<file path="src/rtl/decode_issue_pkg.sv">
// decode_issue_pkg
//   Shared definitions for the LEGv8 decode/issue stage: datapath widths,
//   format class codes, opcode match constants, the zero register, and the
//   combinational instruction classifier used by the decode stage.
//   Optional feature macro used by the decode stage: LEGV8_WB_BYPASS_EN.
package decode_issue_pkg;

    localparam int WORDSIZE    = 64;
    localparam int REGADDRSIZE = 5;

    // Format class codes presented on out_class
    localparam logic [2:0] CLASS_B   = 3'd0;
    localparam logic [2:0] CLASS_CB  = 3'd1;
    localparam logic [2:0] CLASS_D   = 3'd2;
    localparam logic [2:0] CLASS_I   = 3'd3;
    localparam logic [2:0] CLASS_R   = 3'd4;
    localparam logic [2:0] CLASS_ILL = 3'd7;

    // Opcode match constants
    localparam logic [4:0] OP_B_30_26  = 5'b00101;
    localparam logic [6:0] OP_CB_31_25 = 7'b1011010;
    localparam logic [5:0] OP_D_29_24  = 6'b111000;
    localparam logic [3:0] OP_I_28_25  = 4'b1000;
    localparam logic [2:0] OP_R_27_25  = 3'b101;

    localparam logic [REGADDRSIZE-1:0] XZR      = 5'd31;
    localparam logic [REGADDRSIZE-1:0] LINK_REG = 5'd30;

    typedef struct packed {
        logic [2:0]             cls;
        logic                   illegal;
        logic                   use_n;   // Rn is a real source
        logic                   use_m;   // port-m address is a real source
        logic                   wren;    // writes rd (never for XZR)
        logic [REGADDRSIZE-1:0] rn;
        logic [REGADDRSIZE-1:0] rm;      // address driven on port m
        logic [REGADDRSIZE-1:0] rd;
    } decode_t;

    // First match wins, in the order B, CB, D, I, R.
    function automatic decode_t decode(input logic [31:0] instr);
        decode_t d;
        d         = '0;
        d.cls     = CLASS_ILL;
        d.illegal = 1'b1;
        d.rn      = instr[9:5];
        d.rm      = instr[20:16];
        d.rd      = instr[4:0];
        if (instr[30:26] == OP_B_30_26) begin
            d.cls     = CLASS_B;
            d.illegal = 1'b0;
            if (instr[31]) begin
                d.wren = 1'b1;
                d.rd   = LINK_REG;
            end
        end else if (instr[31:25] == OP_CB_31_25) begin
            d.cls     = CLASS_CB;
            d.illegal = 1'b0;
            d.use_m   = 1'b1;
            d.rm      = instr[4:0];
        end else if (instr[29:24] == OP_D_29_24) begin
            d.cls     = CLASS_D;
            d.illegal = 1'b0;
            d.use_n   = 1'b1;
            if (instr[22]) begin
                d.wren = 1'b1;
            end else begin
                // Store data register travels on port m
                d.use_m = 1'b1;
                d.rm    = instr[4:0];
            end
        end else if (instr[28:25] == OP_I_28_25) begin
            d.cls     = CLASS_I;
            d.illegal = 1'b0;
            d.use_n   = 1'b1;
            d.wren    = 1'b1;
        end else if (!instr[28] && (instr[27:25] == OP_R_27_25)) begin
            d.cls     = CLASS_R;
            d.illegal = 1'b0;
            d.use_n   = 1'b1;
            d.use_m   = 1'b1;
            d.wren    = 1'b1;
        end
        // Writes to the zero register are discarded, so they reserve nothing
        if (d.rd == XZR) begin
            d.wren = 1'b0;
        end
        return d;
    endfunction

endpackage

</file>
<file path="src/rtl/decode_issue_scoreboard.sv">
// decode_issue_scoreboard
//   Busy bitmap of registers with a pending write.
//   Ports:
//     clk, reset            clock, synchronous active-high reset
//     set_en/set_idx        reserve a destination at issue
//     clr_en/clr_idx        release on writeback
//     rel_en/rel_idx        release of a squashed entry's destination
//     qn_idx/qn_busy        source query, port n
//     qm_idx/qm_busy        source query, port m
//     qd_idx/qd_busy        destination query (WAW)
module decode_issue_scoreboard
    import decode_issue_pkg::*;
(
    input  logic                   clk,
    input  logic                   reset,
    input  logic                   set_en,
    input  logic [REGADDRSIZE-1:0] set_idx,
    input  logic                   clr_en,
    input  logic [REGADDRSIZE-1:0] clr_idx,
    input  logic                   rel_en,
    input  logic [REGADDRSIZE-1:0] rel_idx,
    input  logic [REGADDRSIZE-1:0] qn_idx,
    input  logic [REGADDRSIZE-1:0] qm_idx,
    input  logic [REGADDRSIZE-1:0] qd_idx,
    output logic                   qn_busy,
    output logic                   qm_busy,
    output logic                   qd_busy
);

    logic [(1<<REGADDRSIZE)-1:0] busy;
    logic [(1<<REGADDRSIZE)-1:0] busy_next;

    // Clears first, then the set, so a same-cycle set of the same bit wins
    always_comb begin
        busy_next = busy;
        if (clr_en) begin
            busy_next[clr_idx] = 1'b0;
        end
        if (rel_en) begin
            busy_next[rel_idx] = 1'b0;
        end
        if (set_en) begin
            busy_next[set_idx] = 1'b1;
        end
        busy_next[XZR] = 1'b0;
    end

    always_ff @(posedge clk) begin
        if (reset) begin
            busy <= '0;
        end else begin
            busy <= busy_next;
        end
    end

    assign qn_busy = busy[qn_idx];
    assign qm_busy = busy[qm_idx];
    assign qd_busy = busy[qd_idx];

endmodule

</file>
<file path="src/rtl/decode_issue.sv">
// decode_issue
//   ID stage of the LEGv8 pipeline. Classifies one instruction per cycle,
//   drives the register-file read addresses, tracks pending writes in a
//   scoreboard, and issues into a single ID/EX output register.
//   Ports:
//     clk, reset                       clock, synchronous active-high reset
//     flush                            squash the held ID/EX entry
//     in_valid/in_ready                fetch handshake
//     in_instr, in_pc                  instruction word and address
//     rf_rn, rf_rm                     register-file read addresses
//     rf_outn, rf_outm                 register-file read data
//     wb_valid, wb_rd, wb_data         writeback of the execute/memory side
//     out_valid/out_ready              ID/EX handshake
//     out_instr, out_pc, out_opa,
//     out_opb, out_rd, out_wren,
//     out_class, out_illegal           issued entry
//   Build option: LEGV8_WB_BYPASS_EN forwards wb_data to a source being
//   written back this cycle instead of stalling one extra cycle.
module decode_issue
    import decode_issue_pkg::*;
(
    input  logic                   clk,
    input  logic                   reset,
    input  logic                   flush,
    input  logic                   in_valid,
    output logic                   in_ready,
    input  logic [31:0]            in_instr,
    input  logic [WORDSIZE-1:0]    in_pc,
    output logic [REGADDRSIZE-1:0] rf_rn,
    output logic [REGADDRSIZE-1:0] rf_rm,
    input  logic [WORDSIZE-1:0]    rf_outn,
    input  logic [WORDSIZE-1:0]    rf_outm,
    input  logic                   wb_valid,
    input  logic [REGADDRSIZE-1:0] wb_rd,
    input  logic [WORDSIZE-1:0]    wb_data,
    output logic                   out_valid,
    input  logic                   out_ready,
    output logic [31:0]            out_instr,
    output logic [WORDSIZE-1:0]    out_pc,
    output logic [WORDSIZE-1:0]    out_opa,
    output logic [WORDSIZE-1:0]    out_opb,
    output logic [REGADDRSIZE-1:0] out_rd,
    output logic                   out_wren,
    output logic [2:0]             out_class,
    output logic                   out_illegal
);

    decode_t             dec;
    logic                n_busy;
    logic                m_busy;
    logic                d_busy;
    logic                hazard;
    logic                issue;
    logic [WORDSIZE-1:0] opa;
    logic [WORDSIZE-1:0] opb;

    assign dec   = decode(in_instr);
    assign rf_rn = dec.rn;
    assign rf_rm = dec.rm;

    decode_issue_scoreboard u_sb (
        .clk     (clk),
        .reset   (reset),
        .set_en  (issue && dec.wren),
        .set_idx (dec.rd),
        .clr_en  (wb_valid),
        .clr_idx (wb_rd),
        .rel_en  (flush && out_valid && out_wren),
        .rel_idx (out_rd),
        .qn_idx  (dec.rn),
        .qm_idx  (dec.rm),
        .qd_idx  (dec.rd),
        .qn_busy (n_busy),
        .qm_busy (m_busy),
        .qd_busy (d_busy)
    );

`ifdef LEGV8_WB_BYPASS_EN
    logic wb_hit_n;
    logic wb_hit_m;
    logic wb_hit_d;

    // A register written back this cycle already holds its final value on
    // wb_data, so it no longer blocks and is forwarded past the regfile.
    assign wb_hit_n = wb_valid && (wb_rd == dec.rn) && (dec.rn != XZR);
    assign wb_hit_m = wb_valid && (wb_rd == dec.rm) && (dec.rm != XZR);
    assign wb_hit_d = wb_valid && (wb_rd == dec.rd);

    assign hazard = (dec.use_n && n_busy && !wb_hit_n) ||
                    (dec.use_m && m_busy && !wb_hit_m) ||
                    (dec.wren  && d_busy && !wb_hit_d);
    assign opa    = wb_hit_n ? wb_data : rf_outn;
    assign opb    = wb_hit_m ? wb_data : rf_outm;
`else
    logic unused_wb_data;

    // The regfile write lands on this edge while its read is still old, so a
    // bit being cleared this cycle keeps blocking for one more cycle.
    assign hazard = (dec.use_n && n_busy) ||
                    (dec.use_m && m_busy) ||
                    (dec.wren  && d_busy);
    assign opa    = rf_outn;
    assign opb    = rf_outm;
    assign unused_wb_data = ^wb_data;
`endif

    assign in_ready = !hazard && (!out_valid || out_ready) && !flush;
    assign issue    = in_valid && in_ready;

    // ID/EX boundary
    always_ff @(posedge clk) begin
        if (reset) begin
            out_valid   <= 1'b0;
            out_instr   <= '0;
            out_pc      <= '0;
            out_opa     <= '0;
            out_opb     <= '0;
            out_rd      <= '0;
            out_wren    <= 1'b0;
            out_class   <= '0;
            out_illegal <= 1'b0;
        end else if (flush) begin
            out_valid <= 1'b0;
        end else if (issue) begin
            out_valid   <= 1'b1;
            out_instr   <= in_instr;
            out_pc      <= in_pc;
            out_opa     <= opa;
            out_opb     <= opb;
            out_rd      <= dec.rd;
            out_wren    <= dec.wren;
            out_class   <= dec.cls;
            out_illegal <= dec.illegal;
        end else if (out_ready) begin
            out_valid <= 1'b0;
        end
    end

endmodule

</file>
<file path="config.mk">
export PLATFORM = sky130hd
export DESIGN_NAME = decode_issue
export DESIGN_NICKNAME = d
export VERILOG_FILES = /design/src/rtl/decode_issue_pkg.sv /design/src/rtl/decode_issue_scoreboard.sv /design/src/rtl/decode_issue.sv
export SDC_FILE = /design/constraint.sdc
export NUM_CORES = 1
export LEC_CHECK = 0
export BUFFER_PORTS_ARGS = -buffer_cell sky130_fd_sc_hd__buf_2
export CORE_AREA = 4 4 209 211
export CTS_CLUSTER_SIZE = 25
export DETAILED_ROUTE_END_ITERATION = 12
export DIE_AREA = 0 0 213 215
export SLEW_MARGIN = 5
export SYNTH_ARGS = -nofsm -noshare
export SYNTH_HDL_FRONTEND = slang
export SYNTH_SLANG_ARGS = --single-unit
</file>
<file path="constraint.sdc">
create_clock -name clk -period 3.81 [get_ports clk]
set_input_delay 0.1905 -clock clk [delete_from_list [all_inputs] [get_ports clk]]
set_output_delay 0.1905 -clock clk [all_outputs]
set_load 0.02 [all_outputs]
</file>
# [After elaboration in Yosys (flattened, before gate mapping)]
# Cells that the tools add are included.
[classes] n_reduce_logical=23 bitwise_logic=6 magnitude_cmp=8 n_eq_ne=6 mux=39
[op_table] op="31-bit two-way mux" n=3
[op_table] op="31-bit bitwise AND" n=2
[op_table] op="31-bit inverter" n=2
[op_table] op="5-bit two-way mux" n=7
[op_table] op="31-bit OR" n=1
[op_table] op="5-bit by 6-bit less-than comparator with 1-bit output (second input constant)" n=5
[op_table] op="1-bit two-way mux" n=18
[op_table] op="1-bit binary-select mux with 5-bit select" n=3
[op_table] op="1-bit demux with 5-bit select" n=3
[op_table] op="5-bit by 1-bit >= comparator with 1-bit output (second input constant)" n=3
[op_table] op="1-bit logical AND" n=13
[op_table] op="4-bit two-way mux" n=2
[op_table] op="7-bit == test (second input constant)" n=1
[op_table] op="7-bit two-way mux" n=1
[op_table] op="6-bit == test (second input constant)" n=1
[op_table] op="6-bit two-way mux" n=1
[op_table] op="5-bit by 3-bit == test with 1-bit output (second input constant)" n=1
[op_table] op="5-bit == test (second input constant)" n=1
[op_table] op="4-bit == test (second input constant)" n=1
[op_table] op="1-bit logical NOT" n=4
[op_table] op="3-bit == test (second input constant)" n=1
[op_table] op="1-bit logical OR" n=3
[op_table] op="2-bit two-way mux" n=1
[op_table] op="2-bit AND reduction" n=1
[op_table] op="other kinds (3)" n=3
[word_totals] ff_bits=266 output_inout_bits=246 word_cells=92

# [Logic depth before layout (Yosys ltp)]
# Gate-level depths: netlist of the first run.
[depth] depth_word=16 ltp_mapped=16

# [Hierarchy]
# A second synthesis of the first run with hierarchy kept.
[hier_totals] hier_cells=1395 area_unflattened_um2=11736.3
[modules_own_cells] mod="decode_issue" cells_each=1124 seq_area_each_um2=4704.5 area_per_inst_um2=9285.2 instances=1
[modules_own_cells] mod="decode_issue_scoreboard" cells_each=271 seq_area_each_um2=620.6 area_per_inst_um2=2451.1 instances=1

# [Worst setup path after synthesis of the first run]
# No wires, ideal clock.
[synth_timing] kind="input -> output" start="in in_instr[27]" end="out in_ready" required_time_ns=3.619 stages=13 path_slack_ns=1.060 arrival_ns=2.560 path_cell_list="buf_4 > and4bb_1 > and3_1 > buf_6 > o21ai_4 > and2_1 > buf_6 > mux2_2 > o2111ai_1 > o211a_1 > buf_4 > buf_4 > and3_1"
[synth_between] elab_chain_cells=13 elab_cells_between_ends=34 cone_classes="eq/ne (6); mux (19); reduce/logical (9)"
[synth_lines] element="from (decl)" line="decode_issue.sv:27" rtl="input logic [31:0] in_instr,"
[synth_lines] element="branches (longest 9 deep; another with 6-bit == test)"
[synth_lines] element="1-bit logical OR (*)" line="decode_issue.sv:100" rtl="(dec.use_m && m_busy) ||"
[synth_lines] element="1-bit logical NOT (*)" line="decode_issue.sv:107" rtl="assign in_ready = !hazard && (!out_valid || out_ready) && !flush;"
[synth_lines] element="1-bit logical AND (*) (2 in series)" line="decode_issue.sv:107"
[synth_lines] element="to (decl)" line="decode_issue.sv:26" rtl="output logic in_ready,"
# Every way passes the cells marked *. The select of a mux whose other input is x is not followed.

# [Worst setup path after layout of the first run]
[layout_timing] start="in in_instr[25]" end="reg out_valid"
[layout_between] elab_chain_cells=15 elab_cells_between_ends=32 cone_classes="eq/ne (4); mux (17); reduce/logical (11)"
[layout_lines] element="branches (longest 9 deep; another with 6-bit == test)"
[layout_lines] element="1-bit logical OR (*)" line="decode_issue.sv:100"
[layout_lines] element="1-bit logical NOT (*)" line="decode_issue.sv:107"
[layout_lines] element="1-bit logical AND (*) (2 in series)" line="decode_issue.sv:107"
[layout_lines] element="1-bit logical AND (*)" line="decode_issue.sv:108" rtl="assign issue = in_valid && in_ready;"
[layout_lines] element="1-bit two-way mux / 2-bit nonzero test (equally long branches)"
[layout_lines] element="to (signal assigned)" line="decode_issue.sv:113" rtl="out_valid <= 1'b0;"
[layout_lines] element="to (signal assigned)" line="decode_issue.sv:123" rtl="out_valid <= 1'b0;"
[layout_lines] element="to (signal assigned)" line="decode_issue.sv:125" rtl="out_valid <= 1'b1;"
[layout_lines] element="to (decl)" line="decode_issue.sv:36" rtl="output logic out_valid,"
# Marked as above.
# A chain may end at the register's enable or synchronous reset.

==> results.md, run 1 <==
* Outcome: finished clean
* Kind of cell adding the most delay to the critical path: buffers and inverters
* Total leakage power at roughly 0.0077 uW
* Die height at around 220 um
* Pre-Repair DR Iteration Count at 5
* Top cell types by occurrence after synthesis: dfxtp_1 (266), a21oi_1 (246), nand3_1 (238)
* Input/output buffers at 480
* Switching Share at between 20% and 30%
* Maximum single-stage delay on the critical path at 0.58 ns
* Overall routed net length at slightly above 50000 um
* Internal power at about 5300 uW
* Post-synth EDFFs at 0
* Worst slew margin at around 17%
* Post-synthesis instance total at approximately 1500
* Detail Route Antenna Nets at 0
* Highest clock frequency the design can meet at 272.4 MHz
* Buffers from clock root to sink, at most at 3
* Distinct cells, synth at 70
* Average via count per standard cell at 5.415
* Critical path capture point type: flop
* Cell Area, Synth at ~12000 um^2
* Seq cells post-synth at 266
* Post-route fraction of the period consumed by the critical path at between 90% and 100%
* Setup TNS at 0 ns
* R2r startpoint: u_sb.busy[16]
* Reported max-cap violation count at 0
* Worst endpoint required time at between 4 and 5 ns
* Routed length per placed instance at between 15 and 20 um
* Number of nets in the layout at between 2000 and 2500
* Initial standard-cell utilization of the core at 29.61%
* Via count of the first global-routing pass at 14021
* Pre-CTS worst setup slack at around 0.24 ns
* Synthesis warning total at 0
* Primary FF master, synth: dfxtp_1
* Fraction of power consumed by the clock network at around 43%
* Post-synthesis sequential area ratio at 43.06%
* Chain of cells forming the critical path: dlygate4sd3_1 > buf_2 > nor2b_2 > and4b_4 > o21ai_4 > and2_1 > mux2_1 > o2111ai_2 > and3_4 > buf_12 > nand2_4 > a211oi_1 > dlygate4sd3_1
* Max IR drop VDD at around 0.33 mV
* Clock sink count at 266
* Critical Path Source Type: input pin
* Top post-synthesis cells by area: dfxtp_1 (43%), a21oi_1 (10%), nand3_1 (9.6%), o21ai_0 (7.0%), clkbuf_1 (2.4%)
* Clock latency at the later pin of the worst-skew pair at about 0.57 ns
* Minimum setup slack in the final design at around 0.14 ns
* Area enclosed by the die boundary at 45800 um^2
* Width of the die at between 200 and 250 um
* Ratio of total power to cell area at ~400 nW/um^2
* Starting DRC count in detailed routing at between 1000 and 1500
* Critical path's most frequent cell: dlygate4sd3_1
* Last weighted congestion value of the routability-driven placer at roughly 0.86
* Yosys top cell by area: dfxtp_1
* Capture point of the worst reg-to-reg path: out_valid
* Final-report max-slew violation count at 0
* Signal arrival time at the worst endpoint at 4.18 ns
* Share of synthesized flip-flops with an asynchronous set or reset at 0%
* Final core utilization at between 40% and 50%
* Boundary Pins at around 550
* RSZ-0062 raised after global routing: false
* Clock period minus final worst setup slack at between 3 and 4 ns
* DRC violations left at 0
* Crit path to: out_valid
* Start-to-end type of the worst setup path: in -> reg
* Core Rows at 75
* Final setup skew at between 0.01 and 0.015 ns
* Post-Synthesis Mean Instance Area at about 8.3 um^2
* Net switching power at 2018 uW
* Reg-to-reg slack, setup at about 0.50 ns
* Global routing usage summed across all routing layers at 21.04%
* Vias post-DR at approximately 14000
* Logic depth of the worst register-to-register path at 10
* Slew @ Worst Pin at ~1.2 ns
* Sequential power share at between 40% and 50%
* Ratio of cells with drive above 1 in the final layout at ~30%
* Final setup violation count at 0
* Combinational Power Share at between 15 and 20%
* Net count after synthesis at about 1800
* Type of the worst min-delay path: in -> reg
* Number of antenna violations at the first check in global routing at 1
* Synth-to-Final Area Change at 48.99%
* Number of buffer and inverter stages on the critical path at 4
* Congestion Overflow GR at 0
* Largest net degree at the start of global routing at around 130
* Global-route wire length before repair at ~79000 um
* Hold Violations, Final at 0
* Buffer type at the clock tree root: clkbuf_16
* Most instantiated library cell after synthesis: dfxtp_1
* Share of the synthesized area in the top cell type at between 40% and 50%
* Number of H-tree levels at 1
* Worst hold slack at 0.04566 ns
* Path length in cells of the critical path at 13
* Post-DP HPWL at roughly 34000 um
* Clock Pin Slew Worst Setup and Hold Paths at 0.06 ns
* Slowest CP cell: dlygate4sd3_1
* Inserted Clock Buffers at 31
* TritonCTS clock tree: built
* Diodes inserted at 0
* Core area at between 40000 and 50000 um^2
* Maximum net fanout on the critical path at 33
* CP Launch Point: in_instr[25]
cells in the final DEF, fill, tap and decap left out, types with 6 or more instances in the layout:
cell type      netlist  final
nand3b_1            10     10
buf_12               0     15
and3_1               8      6
dfxtp_1            266    266
a221oi_1            16     16
clkinv_2             0      6
o21ai_1             56     56
nor3b_1              8      8
nor2_1              23     23
clkbuf_8             0      6
nor3_1               7      7
nand3_1            238    237
buf_2               42    479
o31ai_1             10     10
o21ai_0            174    174
buf_4               32     27
clkbuf_16            0     31
nand2b_1            37     37
mux4_2              10     10
a211oi_1            12     12
a311oi_1             6      6
inv_1               12     12
dlygate4sd3_1        0    220
a31oi_1              6      6
o221ai_1            14     14
nand2_1             42     42
mux2i_1             22     22
nor2b_1             12     12
a21oi_1            246    246
a31o_2              15     15
registers in the layout (all words and copies together), names as in the netlist, 3 cells and up:
name / flops
out_class: 3
out_instr: 32
out_opa: 64
out_opb: 64
out_pc: 64
out_rd: 5
u_sb.busy: 31
metal layers:
metal	global-route usage [%]	share of wire [%]	vias up
met1	26.36	40	6872
met5	0	0.025	-
li1	-	-	6701
met3	5.688	9.7	131
met2	34.70	46	724
met4	7.601	4.1	2
power by group through the flow:
stage | Sequential (uW) | Clock [uW] | Combinational (uW)
2_1_floorplan | 3190 | 0 | 448
3_3_place_gp | 3040 | 0 | 1020
3_5_place_dp | 3040 | 0 | 1020
4_1_cts | 2980 | 3240 | 1210
5_1_grt | 3000 | 3340 | 1320
6_report | 2990 | 3150 | 1220
worst min-delay path, cell delays in order:
cell,delay [ns]
buf_2,0.20
nand3_1,0.10
a21oi_1,0.06
final cells by class:
class | count | area (um^2)
clock buffers | 41 | 863.3
clock inverters | 15 | 212.7
fillers | 4050 | 23330
well taps | 539 | 674.4
inverters | 14 | 52.55
flip-flops and latches | 266 | 5325
repair buffers | 742 | 5116
multi-input cells | 1048 | 6180
worst min-delay path by stage:
stage                            start       endpoint  slack, ns  cells after the start
final                      in_instr[5]   out_instr[5]       0.05                      3
after global routing      in_instr[30]  out_instr[30]       0.05                      3
after CTS                  in_instr[5]   out_instr[5]     0.0003                      3
after detailed placement         flush      out_valid       0.43                      2
after global placement           flush      out_valid       0.42                      2
after floorplan                  flush      out_valid       0.27                      1
logic make-up after synthesis:
family | count (synthesis) | synth area share (%)
buffers and inverters | 182 | 7.265
AND/OR/NAND/NOR | 423 | 18.48
AO/OA/AOI/OAI | 590 | 27.32
multiplexers | 35 | 3.875
flip-flops | 266 | 43.06
per-stage QoR:
step                      area (um^2)  power (uW)  cells
after floorplan                 12370        3638   1496
after global placement          15120        4053   2387
after detailed placement        15120        4068   2387
after CTS                       18400        7436   2663
after global routing            18420        7659   2665
final                           18420        7362   2665
timing repair:
action                                  in CTS  in global routing
endpoints found under the setup margin       0                  2
buffers inserted                             0                  2
endpoints found under the hold margin      219                  0
hold buffers                               220                  0
gates resized for setup                      0                  4
Note: power is estimated with default switching activity, not from simulation.
==> inputs of run 2 (changes only) <==
- CAP_MARGIN: default -> 20
- PLACE_DENSITY_LB_ADDON: default -> 0.05
==> run 2 against run 1 <==
  * Via count fell by 2.4%
  * Maximum frequency rose by 2.9%
  * Worst setup slack improved by 0.10 ns
  * Sequential share of layout area barely moved
  * Cell count rose by 0.11%
  * Combinational power barely moved
  * Routed wire length rose by 8.8%
  * Count of clock-buffer cells in the layout rose by 13
  * Flip-flop and latch count did not move
  * Critical endpoint is now in_ready
  * Largest cell class unchanged
  * Largest power group unchanged
==> results.md, run 2 (synthesized netlist as in run 1, its figures left out) <==
* Outcome: finished clean
* Top flop regs: out_opa: 64 flops, out_opb: 64 flops, out_pc: 64 flops
* Die height at 215 um (unchanged)
* Setup TNS at 0 ns (unchanged)
* Total leakage power at 0.007692 uW (+0.23%)
* Number of antenna violations at the first check in global routing at 8 (+7)
* Boundary Pins at 545 (unchanged)
* Type of the worst min-delay path: in -> reg
* DRC violations left at 0 (unchanged)
* RSZ-0062 raised after global routing: false
* Ratio of total power to cell area at 406.0 nW/um^2 (+1.6%)
* Start-to-end type of the worst setup path: in -> out
* Buffers from clock root to sink, at most at 3 (unchanged)
* Most common library cell in the layout ignoring fill and taps: buf_2
* Number of H-tree levels at 2 (+1)
* Detail Route Antenna Nets at 0 (unchanged)
* Input/output buffers at 480 (unchanged)
* Ratio of cells with drive above 1 in the final layout at 29.55% (-0.17 points)
* TritonCTS clock tree: built
* Max IR drop VDD at 0.3012 mV (-8.5%)
* Final setup violation count at 0 (unchanged)
* Maximum single-stage delay on the critical path at 0.55 ns (-0.03 ns)
* Critical path capture point type: output pin
* Highest clock frequency the design can meet at 280.4 MHz (+2.9%)
* Final-report max-slew violation count at 0 (unchanged)
* Final core utilization at 44.16% (+0.045 points)
* Congestion Overflow GR at 0 (unchanged)
* Synth-to-Final Area Change at 49.15%
* Routed length per placed instance at 21.16 um (+8.6%)
* Largest net degree at the start of global routing at 138 (+7.0%)
* Critical path's most frequent cell: buf_2
* Post-route fraction of the period consumed by the critical path at 93.61% (-2.7 points)
* Clock Pin Slew Worst Setup and Hold Paths at 0.06 ns (about the same)
* Last weighted congestion value of the routability-driven placer at 0.8209 (-4.1%)
* Uppermost signal routing layer after detailed routing: met5
* Inserted Clock Buffers at 34 (+9.7%)
* Area enclosed by the die boundary at 45800 um^2 (unchanged)
* Fillcell total at 4234 (+4.5%)
* Leading cell types in the layout, fill and taps excluded: buf_2 (482), dfxtp_1 (266), a21oi_1 (246)
* Global routing usage summed across all routing layers at 23.08% (+2.0 points)
* Overall routed net length at 56440 um (+8.8%)
* Metal-1 WL at 24320 um (+18%)
* Signal arrival time at the worst endpoint at 3.38 ns (-0.80 ns)
* Worst slew margin at 30.77% (+14 points)
* Worst endpoint required time at 3.62 ns (-0.70 ns)
* Average via count per standard cell at 5.277 (-2.5%)
* Maximum net fanout on the critical path at 18 (-45%)
* Via count of the first global-routing pass at 13911 (-0.78%)
* Critical Path Source Type: input pin
* Met3 routed wirelength at 4554 um (-9.1%)
* Clock sink count at 266 (unchanged)
* Reported max-cap violation count at 0 (unchanged)
* Starting DRC count in detailed routing at 1227 (-10%)
* Slowest CP cell: dlygate4sd3_1
* Clock period minus final worst setup slack at 3.567 ns (-0.1040 ns)
* Chain of cells forming the critical path: dlygate4sd3_1 > buf_2 > and4b_1 > nor2_4 > a21oi_4 > inv_2 > mux2i_1 > a211oi_1 > o211a_4 > buf_12 > and3_1 > buf_2
* Initial standard-cell utilization of the core at 29.61% (unchanged)
* Width of the die at 213 um (unchanged)
* Core area at 41760 um^2 (unchanged)
* Vias post-DR at 14080 (-2.4%)
* Pre-Repair DR Iteration Count at 6 (+1)
* Global-route wire length before repair at 84270 um (+6.6%)
* Post-DP HPWL at 37820 um (+12%)
* Clock latency at the later pin of the worst-skew pair at 0.53 ns (-0.04 ns)
* Routed wl met2 at 25860 um (+7.5%)
* Number of nets in the layout at 2399 (-0.12%)
* Hold Violations, Final at 0 (unchanged)
* Total power of the final layout at 7488 uW (+1.7%)
* Buffer type at the clock tree root: clkbuf_16
* Core Rows at 75 (unchanged)
* Final setup skew at 0.01386 ns (+0.0009050 ns)
* Reg-to-reg slack, setup at 0.89 ns (+0.39 ns)
* Slew @ Worst Pin at 1.030 ns (-0.2126 ns)
## run 2: cell types whose count changed in the layout (fill, tap and decap cells not counted), moves of 4 or more
cell,previous run,this run
clkbuf_16,31,37
clkbuf_1,5,9
bufinv_16,5,1
buf_4,27,20
diode_2,0,4
## run 2: final timing paths
kind / from / endpoint / cells after the start
worst max-delay path: in_instr[22] / in_ready / 12
worst min-delay path: in_instr[16] / out_instr[16] / 3
worst max register to register: u_sb.busy[24] / out_rd[3] / 9
worst min register to register: out_opa[15] / out_opa[15] / 2
## run 2: per-layer routing
| metal | vias up | global-route usage (%) |
|---|---|---|
| met4 | 8 | 7.193 |
| met3 | 93 | 6.096 |
| met1 | 6738 | 30.15 |
| met5 | - | 0 |
| met2 | 534 | 37.27 |
| li1 | 6707 | - |
## run 2: timing repair
action,4_1_cts,5_1_grt
endpoints found under the hold margin,217,0
resized for setup,0,1
endpoints found under the setup margin,0,1
setup buffers,0,3
hold buffers,217,0
## run 2: where the power goes
| group | internal (uW) | switching (uW) |
|---|---|---|
| sequential | 2910 | 72.2 |
| clock | 1990 | 1280 |
| combinational | 502 | 725 |
## run 2: worst max-delay path, delay by kind of cell
family	cells	cell delay, ns
AND/OR/NAND/NOR	3	0.70
buffers and inverters	5	1.24
AO/OA/AOI/OAI	3	1.06
multiplexers	1	0.16
## run 2: through the flow
stage,hold WS [ns],worst slack (ns),instance area [um^2],std cells
CTS,0.001887,0.1108,18390,2659
detailed placement,0.4483,0.3619,15090,2381
global route,0.02792,0.05638,18440,2668
floorplan,0.2690,1.060,12370,1496
finish,0.03578,0.2433,18440,2668
global placement,0.4436,0.3985,15080,2380
## run 2: area by class of cell
type                    count  area, um^2  share of cell area (%)
multi-input cells        1048        6176                   33.49
flip-flops and latches    266        5325                   28.87
repair buffers            736        5069                   27.48
clock buffers              54        1070                   5.801
well taps                 539       674.4                   3.657
clock inverters             7       66.31                  0.3596
inverters                  14       52.55                  0.2849
diodes                      4       10.01                 0.05427
